[config.mk]
export PLATFORM = sky130hd
export DESIGN_NAME = hazard_unit
export DESIGN_NICKNAME = d
export VERILOG_FILES = /design/src/rtl/hazard_unit.sv
export SDC_FILE = /design/constraint.sdc
export NUM_CORES = 1
export LEC_CHECK = 0
export CAP_MARGIN = 20
export CORE_UTILIZATION = 49
export DETAILED_ROUTE_END_ITERATION = 8
export PLACE_DENSITY = 0.89
export SETUP_SLACK_MARGIN = 0.2
export SYNTH_ARGS = -nofsm -noshare
export SYNTH_HDL_FRONTEND = slang
export SYNTH_SLANG_ARGS = --single-unit
export TNS_END_PERCENT = 10
[constraint.sdc]
create_clock -name clk -period 3 [get_ports clk]
set_clock_uncertainty 0.15 [all_clocks]
set_input_delay 0.3 -clock clk [delete_from_list [all_inputs] [get_ports clk]]
set_output_delay 0.3 -clock clk [all_outputs]
set_load 0.005 [all_outputs]
[src/rtl/hazard_unit.sv]
// hazard_unit: pipeline stall/flush/freeze control and halt sequencing.
// Outputs are combinational from the registered state and current inputs.
module hazard_unit #(
  parameter int DRAIN_CYCLES = 3
) (
  input  logic        clk,
  input  logic        rst_n,
  input  logic        if_id_valid,
  input  logic [3:0]  if_id_regrs,
  input  logic [3:0]  if_id_regrt,
  input  logic        if_id_uses_rs,
  input  logic        if_id_uses_rt,
  input  logic        if_id_halt,
  input  logic        id_ex_memread,
  input  logic [3:0]  id_ex_regdest,
  input  logic        ex_branch_taken,
  input  logic        mem_busy,
  output logic        pc_write,
  output logic        if_id_write,
  output logic        id_ex_bubble,
  output logic        if_id_flush,
  output logic        pipe_freeze,
  output logic        halted,
  output logic [15:0] stall_cycles
);

  localparam logic [1:0] RUN    = 2'd0;
  localparam logic [1:0] DRAIN  = 2'd1;
  localparam logic [1:0] HALTED = 2'd2;

  localparam logic [2:0] DRAIN_INIT = 3'(DRAIN_CYCLES);

  logic [1:0] state;
  logic [1:0] state_nx;
  logic [2:0] cnt;
  logic [2:0] cnt_nx;
  logic       load_use;
  logic       halt_req;
  logic       pc_en;
  logic       if_en;
  logic       bubble;
  logic       flush;
  logic       freeze;
  logic       stall_inc;

  assign load_use = if_id_valid & id_ex_memread &
                    (id_ex_regdest != 4'd0) &
                    ((if_id_uses_rs & (if_id_regrs == id_ex_regdest)) |
                     (if_id_uses_rt & (if_id_regrt == id_ex_regdest)));

  assign halt_req = if_id_valid & if_id_halt;

  // Per-state control decode and next-state selection.
  always_comb begin
    state_nx = state;
    cnt_nx   = cnt;
    pc_en    = 1'b1;
    if_en    = 1'b1;
    bubble   = 1'b0;
    flush    = 1'b0;
    freeze   = 1'b0;
    unique case (1'b1)
      (state == RUN): begin
        if (mem_busy) begin
          pc_en  = 1'b0;
          if_en  = 1'b0;
          freeze = 1'b1;
        end else if (ex_branch_taken) begin
          bubble = 1'b1;
          flush  = 1'b1;
        end else if (load_use) begin
          pc_en  = 1'b0;
          if_en  = 1'b0;
          bubble = 1'b1;
        end else if (halt_req) begin
          pc_en    = 1'b0;
          if_en    = 1'b0;
          state_nx = DRAIN;
          cnt_nx   = DRAIN_INIT;
        end
      end
      (state == DRAIN): begin
        pc_en  = 1'b0;
        if_en  = 1'b0;
        bubble = 1'b1;
        freeze = mem_busy;
        if (!mem_busy) begin
          cnt_nx = cnt - 3'd1;
          if (cnt == 3'd1)
            state_nx = HALTED;
        end
      end
      default: begin
        pc_en  = 1'b0;
        if_en  = 1'b0;
        bubble = 1'b1;
      end
    endcase
  end

  assign stall_inc = (state == RUN) & ~pc_en;

  // While reset is held the pipeline runs freely with no hazard action.
  always_comb begin
    pc_write     = 1'b1;
    if_id_write  = 1'b1;
    id_ex_bubble = 1'b0;
    if_id_flush  = 1'b0;
    pipe_freeze  = 1'b0;
    halted       = 1'b0;
    if (rst_n) begin
      pc_write     = pc_en;
      if_id_write  = if_en;
      id_ex_bubble = bubble;
      if_id_flush  = flush;
      pipe_freeze  = freeze;
      halted       = (state == HALTED);
    end
  end

  // State, drain counter and saturating stall counter.
  always_ff @(posedge clk) begin
    if (!rst_n) begin
      state        <= RUN;
      cnt          <= 3'd0;
      stall_cycles <= 16'd0;
    end else begin
      state <= state_nx;
      cnt   <= cnt_nx;
      if (stall_inc && stall_cycles != 16'hFFFF)
        stall_cycles <= stall_cycles + 16'd1;
    end
  end

endmodule

======== Word level (Yosys, flattened, before mapping) ========
Cells that the tools add are included.
storage, ports and cells
  flip-flop bits (word level) ............. 21
  bits in latches ......................... 0
  RAM bits ................................ 0
  ROM bits ................................ 0
  bits of input ports ..................... 21
  output and inout port bits .............. 22
  logic and storage cells ................. 64
  memories ................................ 0
operators by class
  add/subtract/negate cells ............... 2
  multipliers ............................. 0
  div/mod/pow operators ................... 0
  order comparisons ....................... 0
  eq/ne operators ......................... 12
  shifts and indexed selects .............. 0
  muxes and demuxes ....................... 32
  bitwise operators ....................... 9
  reductions and logical operators ........ 6
operators by type and width
  cell                   number
  $mux 1                 18
  $add 16x1->16 const B  1
  $ne 16x16->1 const B   1
  $mux 3                 5
  $mux 2                 6
  $ne 2x2->1 const B     5
  $eq 4x4->1             2
  $and 1x1->1            7
  $reduce_and 7->1       1
  $pmux 3 s2             1
  $reduce_and 6->1       1
  $pmux 2 s2             1
  $reduce_bool 4->1      1
  $eq 3x1->1 const B     1
  $sub 3x1->3 const B    1
  $eq 2x1->1 const B     1
  $eq 2x2->1 const B     1
  $logic_not 2->1        1
  $ne 2x1->1 const B     1
  $pmux 1 s2             1
  $reduce_bool 2->1      1
  $logic_and 1x1->1      1
  $not 1->1              1
  $or 1x1->1             1

======== Longest topological paths before layout ========
Gate-level depths: netlist (run 1).
  depth in word-level cells ............... 11
  gate-level depth with buffers ........... 7
  gate-level depth less buffers ........... 7

======== Worst setup path after synthesis (run 1) ========
OpenSTA, ideal clock, no wires.
  kind .................................... flip-flop to flip-flop
  from .................................... register stall_cycles[3]
  to ...................................... register stall_cycles[7]
  setup time .............................. 115 ps
  arrival ................................. 1806 ps
  path slack .............................. 929 ps
  cell stages (with the launch flop) ...... 8
  path buffers ............................ 0
  clock period less this slack ............ 2071 ps
  cell sequence ........................... dfxtp_1 > and4_4 > and4_4 > a31o_2 > nor3_2 > or2_1 > and3_2 > o21a_1
between the ends
  longest elaborated chain between the ends .. 2
RTL lines
  what                                                   RTL line  source
  from (decl)                                            24        output logic [15:0] stall_cycles
  from (signal assigned)                                 131       stall_cycles <= stall_cycles + 16'd1;
  branches (longest 2 deep; another with $add 16x1->16)  --
Several ways; the timed one is not identified.
A chain may end at the register's enable or synchronous reset.

======== Worst setup path after layout (run 1) ========
  from .................................... input id_ex_regdest[0]
  to ...................................... output id_ex_bubble
between the ends
  longest elaborated chain between the ends .. 9
RTL lines
  what                            RTL line  source
  from (decl)                     15        input logic [3:0] id_ex_regdest,
  $eq 4x4->1 (on tied branches)   48, 49
  $and 1x1->1 (on tied branches)  48, 49
  $or 1x1->1                      48        ((if_id_uses_rs & (if_id_regrs == id_ex_regdest)) |
  $and 1x1->1 (*)                 47        (id_ex_regdest != 4'd0) &
  $mux 1 (*)                      71        end else if (load_use) begin
  $mux 1 (*)                      68        end else if (ex_branch_taken) begin
  $mux 1 (*)                      64        if (mem_busy) begin
  $mux 1 (*)                      62        unique case (1'b1)
  $mux 1 (*)                      111       if (rst_n) begin
  to (decl)                       20        output logic id_ex_bubble,
Mark *: on every way between the ends. The rest lies on a longest branch, timed or not.

==> results of run 1 <==
==> state kept, by name (all words and copies together) (netlist names) <==
register and cells:
stall_cycles 16, state 2, cnt 3
==> critical path: cells and delay by family <==
family	cells	cell delay [ns]
xor gates and xnor gates	1	0.19
and+or+nand+nor	5	0.71
AOI/OAI and AO/OA	1	0.14
buffers and inverters	2	0.99
==> power by group <==
group | switching [mW] | leakage, nW | internal, mW
clock | 0.0926 | 0.0139 | 0.0507
combinational | 0.0486 | 0.458 | 0.0593
sequential | 0.00700 | 0.170 | 0.285
==> how the worst min path moves through the flow <==
stage               depth (start not counted)              end  slack [ns]
floorplan                                   2  stall_cycles[9]        0.32
detailed placement                          2  stall_cycles[9]        0.34
global placement                            2  stall_cycles[9]        0.32
finish                                      2  stall_cycles[9]        0.35
global route                                2  stall_cycles[9]        0.38
CTS                                         2  stall_cycles[9]        0.35
==> repair_timing <==
action / 4_1_cts / 5_1_grt
resized for setup: 3 / 2
setup buffers: 0 / 0
pin swaps: 1 / 0
endpoints found under the setup margin: 2 / 2
==> routing by layer <==
layer / vias up / GRT usage / wire (um)
li1: 664 / - / -
met2: 43 / 0.457 / 1610
met1: 613 / 0.304 / 1460
met5: - / 0 / 0
met4: 0 / 0.0513 / 21
met3: 2 / 0.0367 / 126
==> metrics by stage <==
step | hold WS, ns | cell area, um^2
final | 0.348 | 1810
after CTS | 0.353 | 1800
after floorplan | 0.323 | 1320
after global routing | 0.384 | 1810
after detailed placement | 0.335 | 1770
after global placement | 0.322 | 1770
==> synthesized netlist by cell type, types with 4 or more instances <==
library cell / count
o21a_1: 5
nand3_1: 7
xnor2_1: 4
a21oi_1: 9
inv_1: 6
clkbuf_1: 5
nor4_1: 4
nor2_1: 19
nand2_1: 13
o21ai_0: 5
xor2_1: 7
mux2i_1: 4
dfxtp_1: 21
==> cell families (layout without fill, tap and decap cells) <==
logic type	after synthesis	count (layout)
buffers and inverters	13	54
flip-flops	21	21
AO/OA/AOI/OAI	34	34
AND/OR/NAND/NOR	76	76
multiplexers	4	4
XOR/XNOR	11	11
adder cells (fa/ha/maj)	3	3
==> final cells by class <==
class / count / area, um^2
clock buffers: 3 / 22.5
well taps: 30 / 37.5
inverters: 6 / 22.5
repair buffers: 44 / 437
clock inverters: 1 / 7.51
fillers: 208 / 711
flip-flops and latches: 21 / 420
multi-input cells: 128 / 865
==> key figures, run 1 <==
Status
  • Outcome: finished clean

Clocking
  • Clk_lat worst skew: 0.31 ns
  • Clk sinks: 21
  • CTS tree: yes
  • CTS Buf Count: 3
  • Clock buffer depth: 2
  • Cts hold-fix bufs: 0
  • Clock-pin slew on the worst setup and hold paths: 0.13 ns
  • Root Driver: clkbuf_4
  • Max H-tree Level: 1

Worst setup path
  • Reg2reg end: stall_cycles[6]
  • Critical Path RT: 2.55 ns
  • WS Path Type: primary input to primary output
  • Worst Path Max Fanout: 3
  • FF-to-FF setup slack: 0.74 ns
  • Worst r2r path cells: 7
  • Crit path launch: id_ex_regdest[0]
  • Crit path launch type: primary input
  • Crit path capture type: primary output
  • Slowest CP cell: clkdlybuf4s50_1
  • Worst path max stage delay: 0.51 ns
  • Critical R2R Launch: stall_cycles[3]
  • Critical-path cell list: clkdlybuf4s50_1 > xor2_1 > nor3_1 > and4_1 > nor2_2 > a21oi_1 > nor2_1 > nor2_1 > clkdlybuf4s50_1
  • Crit path capture: id_ex_bubble
  • CP arrival: 2.34 ns

Synth
  • Top post-synthesis cells by area: dfxtp_1 32%, nor2_1 5.4%, xor2_1 4.6%, nand2_1 3.7%, a21oi_1 3.4%
  • Synth top area share: 0.318
  • Multiplexer area fraction after synthesis: 0.0302
  • Synth Area in XOR/XNOR: 0.0728
  • Synth warn: 0
  • Syn_area_per_cell: between 8 and 9 um^2
  • Largest family of logic cells by synthesized area: simple AND/OR/NAND/NOR gates
  • Yosys reg bits: 21
  • Syn Inst Count: approximately 160
  • Post-Syn Area: between 1000 and 1500 um^2
  • Post-synth top area cell: dfxtp_1
  • Ys flop type: dfxtp_1
  • Seq/Total Area, Yosys: 0.318
  • Ys async rst share: 0
  • Number of synthesized flops with an enable pin: 0
  • Compound-cell area share of the yosys netlist: 0.189
  • Post-Synth Simple-Gate Area: 0.322
  • Synth unique cells: 49
  • Area share of fa/ha/maj cells after synthesis: 0.0284
  • Net count after synthesis: 186

Floorplan
  • Die Ht: ~54 um
  • Row count: 18
  • Core ar.: 2520 um^2
  • Initial core utilization: 0.525
  • Io pins: 43
  • Die area: 2910 um^2
  • Die Wd: 54.0 um

Power
  • Leakage: 0.642 nW
  • Pwr Density: 300 nW/um^2
  • Peak VDD IR: ~270 uV
  • Design Power: 0.543 mW

Global routing
  • All-Layer GR Usage: 0.249
  • Number of global-route vias before repair: between 1000 and 1500
  • Initial antenna violation count: 0
  • GRT overflow: 0
  • Largest net degree at the start of global routing: 16
  • Global-route wire length before repair: 5260 um

Timing
  • # setup viols final: 0
  • Crit path time final: 2.79 ns
  • Final period utilization: 0.929
  • Highest clock rate: 0.359 GHz
  • Max Slew Vio Count: 0
  • Total negative slack: 0 ns
  • RSZ-0062 raised after global routing: yes
  • Slew at the pin closest to its max-slew limit: 0.464 ns
  • Final WS setup: 0.212 ns
  • Hold Violations, Final: 0
  • Slew HR: 0.688

Routing
  • Drt first pass iters: 4
  • Vias per cell: roughly 5.7
  • Wire per inst: 13.8 um
  • DR DRC count: 0
  • Iter 0 DRT Violations: 44
  • WL final: 3220 um
  • Vias: 1322
  • Final ANT Viol Nets: 0

Finish
  • Share of cells above drive strength 1: 0.118
  • Layout Utilization: 0.718
  • Commonest non-fill, non-tap cell in the layout: clkdlybuf4s50_1
  • Final Instance Count excl. Fillers: ~230
  • Diode count: 0
  • Area overhead of the layout relative to synthesis: 36.9%
  • Commonest cells after routing, fill and taps aside: 40 x clkdlybuf4s50_1, 21 x dfxtp_1, 18 x nor2_1
  • Final-stage net count: 228

Place
  • RD Place Congestion: 0.859
  • Placed Instances: 229
  • PortBufs: 42
  • Final HPWL DP: 2530 um
  • Worst slack, placed: 0.0567 ns

Job
  • Max-cap violations: 0

Worst hold path
  • Tightest Hold Check Type: register to register
  • Start point of the worst hold path: stall_cycles[9]
No activity file was read; power rests on OpenSTA's default activity.
==> run 2: changes to the inputs <==
Settings changed: ABC_AREA set to 1, CORE_MARGIN set to 2, CORE_UTILIZATION 49 to 53, CTS_CLUSTER_SIZE set to 14, PLACE_DENSITY 0.89 to 0.91.
==> key figures, run 2 <==
Synth
  • Syn Inst Count: 274
  • Post-Syn Area: 1640 um^2
  • Number of synthesized flops with an enable pin: 0
  • Syn_area_per_cell: 5.99 um^2
  • Synth warn: 0
  • Top post-synthesis cells by area: dfxtp_1 26%, nand2_1 15%, inv_1 12%, nor2_1 6.9%, nand3_1 6.4%
  • Synth top area share: 0.256
  • Yosys reg bits: 21
  • Ys flop type: dfxtp_1
  • Post-synth top area cell: dfxtp_1
  • Ys async rst share: 0
  • Synth cell count leaders: 67 x nand2_1, 53 x inv_1, 30 x nor2_1, 21 x dfxtp_1, 21 x nand3_1
  • Net count after synthesis: between 200 and 300
  • Seq/Total Area, Yosys: 0.256
  • Most common cell in the netlist: nand2_1
  • Synth unique cells: 28

Power
  • Clock share of power: 0.243
  • Peak VDD IR: about 160 uV
  • Seq pwr share: 0.515
  • Leakage: 0.951 nW
  • Pwr Density: between 200 and 300 nW/um^2
  • Comb pwr share: 0.242
  • Reported net switching power: 0.168 mW
  • Internal: 0.407 mW
  • Design Power: 0.575 mW
  • Sw Ratio: 0.292

Timing
  • Slew HR: 0.764
  • Hold Violations, Final: 0
  • Highest clock rate: about 0.38 GHz
  • Fin Hold WS: 0.350 ns
  • Final period utilization: 0.881
  • # setup viols final: 0
  • Final WS setup: 0.358 ns
  • RSZ-0062 raised after global routing: no
  • Crit path time final: 2.64 ns
  • Total negative slack: 0 ns
  • Slew at the pin closest to its max-slew limit: between 0.3 and 0.4 ns
  • Max Slew Vio Count: 0

Global routing
  • All-Layer GR Usage: 0.230
  • Number of global-route vias before repair: 1619
  • Global-route wire length before repair: 6440 um
  • M1 GR Usage: 0.286
  • Global Route met3 Usage: 0.0240
  • Grt met2 use: 0.403
  • Initial antenna violation count: 0
  • GRT busiest layer: met2
  • Largest net degree at the start of global routing: 34
  • GRT overflow: 0

Floorplan
  • Die area: ~3600 um^2
  • Die Wd: 59.6 um
  • Row count: 20
  • Initial core utilization: 0.546
  • Io pins: 43
  • Core ar.: 3000 um^2
  • Die Ht: 59.6 um

Finish
  • Final Instance Count excl. Fillers: around 350
  • Commonest non-fill, non-tap cell in the layout: nand2_1
  • Final-stage net count: 338
  • Regs by FF count: stall_cycles: 16 flops, cnt: 3 flops, state: 2 flops
  • Largest register FFs: 16
  • Diode count: 0
  • Share of cells above drive strength 1: 0.105
  • Final Instance Area: between 2000 and 2500 um^2
  • Area overhead of the layout relative to synthesis: 26.2%
  • Layout Utilization: 0.689
  • Commonest cells after routing, fill and taps aside: 67 x nand2_1, 53 x inv_1, 42 x clkdlybuf4s50_1
  • Largest Register: stall_cycles

Clocking
  • Max H-tree Level: 1
  • Setup Fix Bufs, Post-CTS: 0
  • Clk sinks: 21
  • Cts hold-fix bufs: 0
  • CTS Buf Count: 3
  • CTS tree: yes
  • Post-CTS Resized: 0
  • Clk_lat worst skew: 0.31 ns
  • Clock buffer depth: 2
  • Clock-pin slew on the worst setup and hold paths: between 0.1 and 0.15 ns
  • Root Driver: clkbuf_4

Routing
  • Iter 0 DRT Violations: approximately 120
  • WL final: 3640 um
  • Drt first pass iters: 6
  • Final ANT Viol Nets: 0
  • Wire per inst: 10.5 um
  • DR DRC count: 0
  • Vias per cell: between 5 and 6
  • Vias: 1781

Worst setup path
  • Crit path capture type: primary output
  • Worst path max stage delay: 0.55 ns
  • Critical-path cell list: clkdlybuf4s50_1 > nor2_1 > nor2_1 > nor2_1 > nand3_1 > nand2_1 > nand2_1 > nand2_1 > nand2_1 > nand2_2 > o21ai_0 > clkdlybuf4s50_1
  • Buf/Inv on CP: 2
  • Top delay family on crit path: buffers and inverters
  • WS Path Type: primary input to primary output
  • Slowest CP cell: clkdlybuf4s50_1
  • CP arrival: 2.19 ns
  • Crit path launch type: primary input
  • Critical Path RT: 2.55 ns
  • Worst Path Max Fanout: 4
  • CP dominant cell by count: nand2_1

Place
  • Worst slack, placed: 0.358 ns
  • RD Place Congestion: 0.827
  • PortBufs: 42
  • Final HPWL DP: approximately 2700 um
  • Placed Instances: 342
  • Post-DP Area: 2040 um^2

Status
  • Outcome: finished clean

Worst hold path
  • Tightest Hold Check Type: register to register

Job
  • Max-cap violations: 0
## run 2: changes by cell type in the layout (fill, tap and decap cells not counted), sizes merged, moves of 4 or more
| cell | before | now |
|---|---|---|
| nand2 | 14 | 73 |
| inv | 6 | 61 |
| nor2 | 20 | 38 |
| nand3 | 7 | 23 |
| nand4 | 2 | 16 |
| xor2 | 7 | 1 |
| and4 | 5 | 0 |
| o21a | 5 | 0 |
| and3 | 4 | 0 |
| mux2i | 4 | 0 |
## run 2: worst register-to-register path, stage by stage, from the launching register on
cell and delay [ns]:
dfxtp_1 0.43, ha_1 0.23, nand2_2 0.09, nor3_4 0.20, nand3_2 0.12, nor2_2 0.13, nand2_2 0.19, nand2_1 0.19
nor2_1 0.08, nand3_1 0.08, nand2_1 0.05, inv_1 0.04, nor2_1 0.03
## run 2: layout make-up
| cell class | count | area (um^2) |
|---|---|---|
| clock buffers | 4 | 26.3 |
| fillers | 262 | 933 |
| inverters | 62 | 233 |
| multi-input cells | 181 | 906 |
| flip-flops and latches | 21 | 420 |
| well taps | 33 | 41.3 |
| repair buffers | 45 | 443 |
## run 2: logic make-up (layout without fill, tap and decap cells)
family / Yosys count / after routing / synth area share
simple gates: 158 / 158 / 0.449
buf+inv: 72 / 111 / 0.193
fa+ha+maj: 3 / 3 / 0.0229
compound gates: 16 / 16 / 0.0580
flops: 21 / 21 / 0.256
xor+xnor: 4 / 4 / 0.0214
## run 2: path summary, 6_finish.rpt
kind                                        from          endpoint  slack, ns  cells after the start
worst max register to register   stall_cycles[0]  stall_cycles[15]       0.89                     12
worst max-delay path            id_ex_regdest[2]       if_id_write       0.36                     12
worst min-delay path                      cnt[1]            cnt[1]       0.35                      2
worst min register to register            cnt[1]            cnt[1]       0.35                      2
## run 2: layer usage
layer,up-vias,share of wire
met2,49,0.49
met1,802,0.45
met5,-,0
met4,0,0.013
li1,926,-
met3,4,0.043
## run 2: power by group through the flow
stage,clock network [mW],logic (mW),registers (mW)
floorplan,0,0.0829,0.301
global placement,0,0.135,0.302
detailed placement,0,0.138,0.302
CTS,0.143,0.139,0.296
global route,0.159,0.157,0.298
finish,0.140,0.139,0.296
